<file path="src/rtl/hazard_pkg.sv">
// Shared definitions for the execute-stage hazard controller: forwarding
// select encodings, memory handshake states and the register-match helper.
package hazard_pkg;

    localparam logic [1:0] FWD_RF  = 2'b00;
    localparam logic [1:0] FWD_WB  = 2'b01;
    localparam logic [1:0] FWD_MEM = 2'b10;

    typedef enum logic {
        MEM_IDLE,
        MEM_WAIT
    } mem_state_t;

    // x0 is hard-wired to zero, so it never creates a dependency.
    function automatic logic reg_match(input logic [4:0] rd, input logic [4:0] rs);
        return (rd != '0) && (rd == rs);
    endfunction

endpackage

</file>
<file path="src/rtl/hazard_unit_fwd_sel.sv">
// Per-operand forwarding comparator evaluated in Decode; the Execute-stage
// producer is younger than the Memory-stage one and therefore takes priority.
module fwd_sel
    import hazard_pkg::*;
(
    input  logic [4:0] rs,
    input  logic [4:0] rd_e,
    input  logic [4:0] rd_m,
    input  logic       reg_write_e,
    input  logic       reg_write_m,
    output logic [1:0] sel
);

    always_comb begin
        sel = FWD_RF;
        if (reg_write_e && reg_match(rd_e, rs)) begin
            sel = FWD_MEM;
        end else if (reg_write_m && reg_match(rd_m, rs)) begin
            sel = FWD_WB;
        end
    end

endmodule

</file>
<file path="src/rtl/hazard_unit.sv">
// Execute-stage hazard controller: registered forwarding selects, load-use and
// branch stall/flush generation, data-memory handshake and a stall counter.
module hazard_unit
    import hazard_pkg::*;
#(
    parameter int unsigned CNT_WIDTH = 32
) (
    input  logic                 clk,
    input  logic                 reset,
    input  logic [4:0]           rs1_d,
    input  logic [4:0]           rs2_d,
    input  logic [4:0]           rs1_e,
    input  logic [4:0]           rs2_e,
    input  logic [4:0]           rd_e,
    input  logic [4:0]           rd_m,
    input  logic                 reg_write_e,
    input  logic                 reg_write_m,
    input  logic                 mem_read_e,
    input  logic                 pc_src_e,
    input  logic                 mem_access_m,
    input  logic                 mem_ack,
    output logic                 mem_req,
    output logic [1:0]           forward_a_e,
    output logic [1:0]           forward_b_e,
    output logic                 stall_f,
    output logic                 stall_d,
    output logic                 stall_e,
    output logic                 stall_m,
    output logic                 stall_w,
    output logic                 flush_d,
    output logic                 flush_e,
    output logic [CNT_WIDTH-1:0] stall_cycles
);

    mem_state_t state;
    mem_state_t state_next;

    logic [1:0] fwd_a_d;
    logic [1:0] fwd_b_d;
    logic       lwstall;
    logic       memstall;
    logic       any_stall;
    logic       unused_e_srcs;

    // Execute-stage sources are not needed: selects are resolved one stage early.
    assign unused_e_srcs = ^{rs1_e, rs2_e};

    fwd_sel u_fwd_a (
        .rs          (rs1_d),
        .rd_e        (rd_e),
        .rd_m        (rd_m),
        .reg_write_e (reg_write_e),
        .reg_write_m (reg_write_m),
        .sel         (fwd_a_d)
    );

    fwd_sel u_fwd_b (
        .rs          (rs2_d),
        .rd_e        (rd_e),
        .rd_m        (rd_m),
        .reg_write_e (reg_write_e),
        .reg_write_m (reg_write_m),
        .sel         (fwd_b_d)
    );

    always_comb begin
        state_next = state;
        mem_req    = 1'b0;
        stall_f    = 1'b0;
        stall_d    = 1'b0;
        stall_e    = 1'b0;
        stall_m    = 1'b0;
        stall_w    = 1'b0;
        flush_d    = 1'b0;
        flush_e    = 1'b0;

        memstall = mem_access_m & ~mem_ack;
        lwstall  = mem_read_e & (reg_match(rd_e, rs1_d) | reg_match(rd_e, rs2_d));

        case (state)
            MEM_IDLE: begin
                if (mem_access_m) begin
                    mem_req = 1'b1;
                    if (!mem_ack) begin
                        state_next = MEM_WAIT;
                    end
                end
            end
            MEM_WAIT: begin
                if (mem_ack) begin
                    state_next = MEM_IDLE;
                end
            end
            default: state_next = MEM_IDLE;
        endcase

        // A pending memory access freezes everything, so a branch or load-use
        // held in place re-raises its flush/stall once the access releases.
        if (memstall) begin
            stall_f = 1'b1;
            stall_d = 1'b1;
            stall_e = 1'b1;
            stall_m = 1'b1;
            stall_w = 1'b1;
        end else begin
            stall_f = lwstall;
            stall_d = lwstall;
            flush_d = pc_src_e;
            flush_e = pc_src_e | lwstall;
        end

        if (reset) begin
            mem_req = 1'b0;
            stall_f = 1'b0;
            stall_d = 1'b0;
            stall_e = 1'b0;
            stall_m = 1'b0;
            stall_w = 1'b0;
            flush_d = 1'b0;
            flush_e = 1'b0;
        end
    end

    assign any_stall = stall_f | stall_d | stall_e | stall_m | stall_w;

    always_ff @(posedge clk) begin
        if (reset) begin
            state        <= MEM_IDLE;
            forward_a_e  <= FWD_RF;
            forward_b_e  <= FWD_RF;
            stall_cycles <= '0;
        end else begin
            state <= state_next;
            if (flush_e) begin
                forward_a_e <= FWD_RF;
                forward_b_e <= FWD_RF;
            end else if (!stall_e) begin
                forward_a_e <= fwd_a_d;
                forward_b_e <= fwd_b_d;
            end
            if (any_stall && (stall_cycles != '1)) begin
                stall_cycles <= stall_cycles + {{(CNT_WIDTH-1){1'b0}}, 1'b1};
            end
        end
    end

endmodule

</file>
<file path="config.mk">
export PLATFORM = sky130hd
export DESIGN_NAME = hazard_unit
export DESIGN_NICKNAME = d
export VERILOG_FILES = /design/src/rtl/hazard_pkg.sv /design/src/rtl/hazard_unit_fwd_sel.sv /design/src/rtl/hazard_unit.sv
export SDC_FILE = /design/constraint.sdc
export NUM_CORES = 1
export LEC_CHECK = 0
export CORE_MARGIN = 2
export CORE_UTILIZATION = 45
export CTS_BUF_LIST = sky130_fd_sc_hd__clkbuf_8
export DETAILED_ROUTE_END_ITERATION = 6
export GPL_TIMING_DRIVEN = 0
export PLACE_DENSITY = 0.8
export SLEW_MARGIN = 5
export SYNTH_ARGS = -nofsm -noshare
export SYNTH_HDL_FRONTEND = slang
export SYNTH_SLANG_ARGS = --single-unit
</file>
<file path="constraint.sdc">
create_clock -name clk -period 3.41 [get_ports clk]
set_clock_uncertainty 0.2 [all_clocks]
set_input_delay 0.341 -clock clk [delete_from_list [all_inputs] [get_ports clk]]
set_output_delay 0.341 -clock clk [all_outputs]
set_load 0.02 [all_outputs]
</file>
==> metrics.txt <==
# TYPE chip_impl_metric gauge
chip_impl_info{name="root_buffer",value="clkbuf_8"} 1
chip_impl_info{name="most_frequently_used_flop_master_after_synthesis",value="dfxtp_1"} 1
chip_impl_metric{name="grt_overall_usage",unit=""} 0.2215
chip_impl_metric{name="critPathRequiredTime",unit="ns"} 2.87
chip_impl_metric{name="antenna_violating_nets_post_route",unit=""} 0
chip_impl_info{name="crit_type",value="in2out"} 1
chip_impl_metric{name="std_cell_rows",unit=""} 24
chip_impl_metric{name="core_area",unit="um2"} 4444
chip_impl_metric{name="share_seq_of_total_power",unit=""} 0.519
chip_impl_metric{name="drive_gt1_frac",unit=""} 0.07599
chip_impl_metric{name="cap_violations",unit=""} 0
chip_impl_info{name="rsz0062_at_grt",value="no"} 1
chip_impl_metric{name="share_clk_of_total_power",unit=""} 0.340
chip_impl_metric{name="max-slew-margin-rel",unit=""} 0.5220
chip_impl_metric{name="nets",unit=""} 369
chip_impl_metric{name="later_pin_clock_latency_in_the_skew_report",unit="ns"} 0.29
chip_impl_metric{name="hpwlAfterDp",unit="mm"} 4.348
chip_impl_metric{name="power_density",unit="nW/um2"} 282.5
chip_impl_metric{name="number_of_global_route_vias_before_repair",unit=""} 2018
chip_impl_metric{name="cp.buffers_inverters",unit=""} 4
chip_impl_info{name="synth_top_area_cell",value="dfxtp_1"} 1
chip_impl_metric{name="yosys_register_bits",unit=""} 37
chip_impl_metric{name="post_route_clock_period_utilization",unit=""} 0.9451
chip_impl_metric{name="synth_compound_gate_area_share",unit=""} 0.1302
chip_impl_info{name="yosysMostFrequentCell",value="dfxtp_1"} 1
chip_impl_metric{name="pin_count",unit=""} 82
chip_impl_metric{name="ff2ff_path_depth",unit=""} 8
chip_impl_metric{name="postRouteWirelength",unit="mm"} 5.607
chip_impl_info{name="cpMaxStageDelayCell",value="clkdlybuf4s50_1"} 1
chip_impl_info{name="status",value="finished, final reports clean"} 1
chip_impl_metric{name="post_synth_and_or_nand_nor_area_fraction",unit=""} 0.3229
chip_impl_metric{name="gpl.final_weighted_congestion",unit=""} 0.8636
chip_impl_metric{name="yosys_cell_types",unit=""} 43
chip_impl_metric{name="ctsLongestPathBuffers",unit=""} 2
chip_impl_metric{name="vias",unit=""} 2189
chip_impl_metric{name="design_power_total",unit="mW"} 0.8376
chip_impl_metric{name="count_of_flip_flops_with_a_built_in_enable_after_synthesis",unit=""} 0
chip_impl_metric{name="yosysWarningCount",unit=""} 0
chip_impl_metric{name="final_hold_viol_count",unit=""} 0
chip_impl_metric{name="synth_xor_xnor_area_share",unit=""} 0.1320
chip_impl_metric{name="count_of_cell_instances_traversed_by_the_critical_path",unit=""} 9
chip_impl_info{name="crit_end_element",value="output pin"} 1
chip_impl_metric{name="pin_count_of_the_biggest_net_entering_global_routing",unit=""} 11
chip_impl_metric{name="total_inserted_antenna_cells",unit=""} 0
chip_impl_metric{name="path_clk_slew",unit="ns"} 0.07
chip_impl_metric{name="floorplan.die.height",unit="um"} 72.69
chip_impl_info{name="tritoncts_clock_tree",value="built"} 1
chip_impl_metric{name="synthesis.nets",unit=""} 292
chip_impl_metric{name="dr.pass1.iters",unit=""} 4
chip_impl_metric{name="timing.critical_path.fanout_max",unit=""} 10
chip_impl_metric{name="tightestPinTransition",unit="ns"} 0.7110
chip_impl_metric{name="global_route_wire_length_before_repair",unit="mm"} 9.232
chip_impl_metric{name="initial_detailed_routing_violation_count",unit=""} 101
chip_impl_metric{name="fp.dieArea",unit="um2"} 5284
chip_impl_metric{name="cp_data_arrival_time",unit="ns"} 2.68
chip_impl_info{name="start_kind",value="input port"} 1
chip_impl_metric{name="min_delay_path_depth",unit=""} 2
chip_impl_metric{name="synth_adder_area_share",unit=""} 0.005893
chip_impl_metric{name="syn-mean-instance-area",unit="um2"} 8.392
chip_impl_metric{name="via_per_inst",unit=""} 5.745
chip_impl_metric{name="drcViolationCount",unit=""} 0
chip_impl_metric{name="power_switching_share",unit=""} 0.2530
chip_impl_metric{name="post_place_setup_slack",unit="ns"} 0.1099
chip_impl_metric{name="synth_sequential_area_ratio",unit=""} 0.3489
chip_impl_metric{name="quantity_of_i_o_buffers_inserted_on_ports",unit=""} 70
chip_impl_metric{name="grt_overflow_total",unit=""} 0
chip_impl_info{name="combinational_family_with_the_most_area_after_synthesis",value="simple AND/OR/NAND/NOR gates"} 1
chip_impl_metric{name="power.share.combinational",unit=""} 0.140
chip_impl_metric{name="regToRegSetupSlack",unit="ns"} 0.67
chip_impl_metric{name="cts-hold-fix-buffers",unit=""} 0
chip_impl_metric{name="report.final.slew_viol_count",unit=""} 0
chip_impl_metric{name="grt_antenna_before_repair",unit=""} 0
chip_impl_metric{name="synthesis.instances",unit=""} 253
chip_impl_metric{name="ir_worst_vdd",unit="mV"} 0.1795
chip_impl_metric{name="muxShareOfSynthArea",unit=""} 0.02062
chip_impl_metric{name="placed_cell_area",unit="um2"} 2889
chip_impl_metric{name="critPathMaxStageDelay",unit="ns"} 0.59
chip_impl_metric{name="post_synth_instance_area",unit="um2"} 2123
chip_impl_metric{name="finalSetupViolCount",unit=""} 0
chip_impl_metric{name="fmax",unit="MHz"} 310.3
chip_impl_metric{name="power.net_switching",unit="mW"} 0.2119
chip_impl_metric{name="h_tree_depth_reported_by_cts",unit=""} 2
chip_impl_metric{name="cts.sinks",unit=""} 37
chip_impl_info{name="ys_top_cells_by_area",value="dfxtp_1, xor2_1, nand3_1"} 1
chip_impl_metric{name="synth_top_area_share",unit=""} 0.3489
chip_impl_info{name="cpLargestDelayFamily",value="buffers and inverters"} 1
chip_impl_metric{name="synthToLayoutAreaGrowth",unit="%"} 39.66
chip_impl_info{name="crit_chain",value="clkdlybuf4s50_1 -> xor2_1 -> nor3_1 -> nand3_1 -> nand3_1 -> nand2_2 -> inv_1 -> buf_4 -> clkdlybuf4s50_1"} 1
chip_impl_info{name="hold_path_class",value="reg2reg"} 1
chip_impl_metric{name="post_drt_wl_per_cell",unit="um"} 14.72
chip_impl_metric{name="power.leakage",unit="nW"} 1.041
chip_impl_metric{name="synth_async_sr_flop_share",unit=""} 0
chip_impl_metric{name="final_period_minus_worst_setup_slack",unit="ns"} 3.223
chip_impl_metric{name="die_x",unit="um"} 72.69
chip_impl_metric{name="p_int",unit="mW"} 0.6257
chip_impl_metric{name="timing.final.ws_setup",unit="ns"} 0.1872
chip_impl_metric{name="initial_utilization",unit=""} 0.4778
chip_impl_metric{name="fin_setup_tns",unit="ns"} 0
chip_impl_info{name="synth_commonest_cells",value="dfxtp_1, xor2_1, nor2_1, nand3_1, a21oi_1"} 1
chip_impl_metric{name="clock_buffers_created_by_tritoncts",unit=""} 5
chip_impl_metric{name="final_instance_area",unit="um2"} 2965
[final timing paths]
kind	startpoint	to
max	rd_e[3]	stall_f
min	state$_SDFF_PP0_	state$_SDFF_PP0_
max reg2reg	stall_cycles[2]$_SDFFE_PP0P_	stall_cycles[0]$_SDFFE_PP0P_
min reg2reg	state$_SDFF_PP0_	state$_SDFF_PP0_
[routing by layer]
layer | up-vias | GRT usage | part of all wire
met4 | 0 | 0.07819 | 0.025
met5 | - | 0 | 0
li1 | 1076 | - | -
met2 | 58 | 0.3687 | 0.49
met3 | 14 | 0.05110 | 0.037
met1 | 1041 | 0.2806 | 0.45
[kinds of logic after synthesis]
group                      count (synthesis)
DFF                                       37
xor gates and xnor gates                  32
adders and majority gates                  1
AOI/OAI and AO/OA                         42
buffers and inverters                     18
muxes                                      4
and+or+nand+nor                          119
[cell usage in the layout (no fill, tap or decap), drive strengths merged, types with 2 or more instances in the layout]
cell type,instances
nand2,13
o211ai,2
nor3,5
and2,5
nor2,24
mux2,3
clkdlybuf4s50,70
or2,5
a21oi,15
o21ai,5
clkbuf,10
and3,4
nand4,9
inv,7
nor4,5
o41ai,4
dfxtp,37
a22o,4
nor2b,5
and4,4
buf,6
or4,11
nand3,21
xor2,27
o31ai,9
or3,4
xnor2,5
[sequential cells by signal, indices dropped and copies added, names as in the netlist]
register and cells:
forward_a_e 2, forward_b_e 2, stall_cycles 32, state 1
[layout make-up]
class | count | area (um2)
inverter | 7 | 26.28
timing repair buffer | 70 | 700.7
clock buffer | 5 | 68.82
fill | 377 | 1479
buffer | 11 | 57.56
clock inverter | 1 | 5.005
sequential | 37 | 740.7
tap | 52 | 65.06
multi-input combinational | 198 | 1301
[tightest hold or removal path: cells and delay by family (launching register included)]
kind	cells	cell delay, ns
and+or+nand+nor	2	0.13
DFF	1	0.31
[stage by stage]
stage / hold slack [ns] / util / instances
detailed placement: 0.2737 / 0.6501 / 375
CTS: 0.2833 / 0.6667 / 381
global placement: 0.2632 / 0.6501 / 375
global route: 0.2943 / 0.6672 / 381
finish: 0.2861 / 0.6672 / 381
floorplan: 0.2203 / - / 253
[repair_timing]
item / in CTS / in global routing
gates resized for setup: 0 / 1
setup buffers: 0 / 0
endpoints found under the setup margin: 0 / 2
[power by group through the flow]
| stage | sequential (mW) | combinational (mW) | clock [mW] |
|---|---|---|---|
| 2_1_floorplan | 0.446 | 0.0540 | 0 |
| 3_3_place_gp | 0.445 | 0.115 | 0 |
| 3_5_place_dp | 0.445 | 0.117 | 0 |
| 4_1_cts | 0.435 | 0.117 | 0.291 |
| 5_1_grt | 0.435 | 0.128 | 0.307 |
| 6_report | 0.435 | 0.118 | 0.285 |
(Power assumes the default switching activity.)
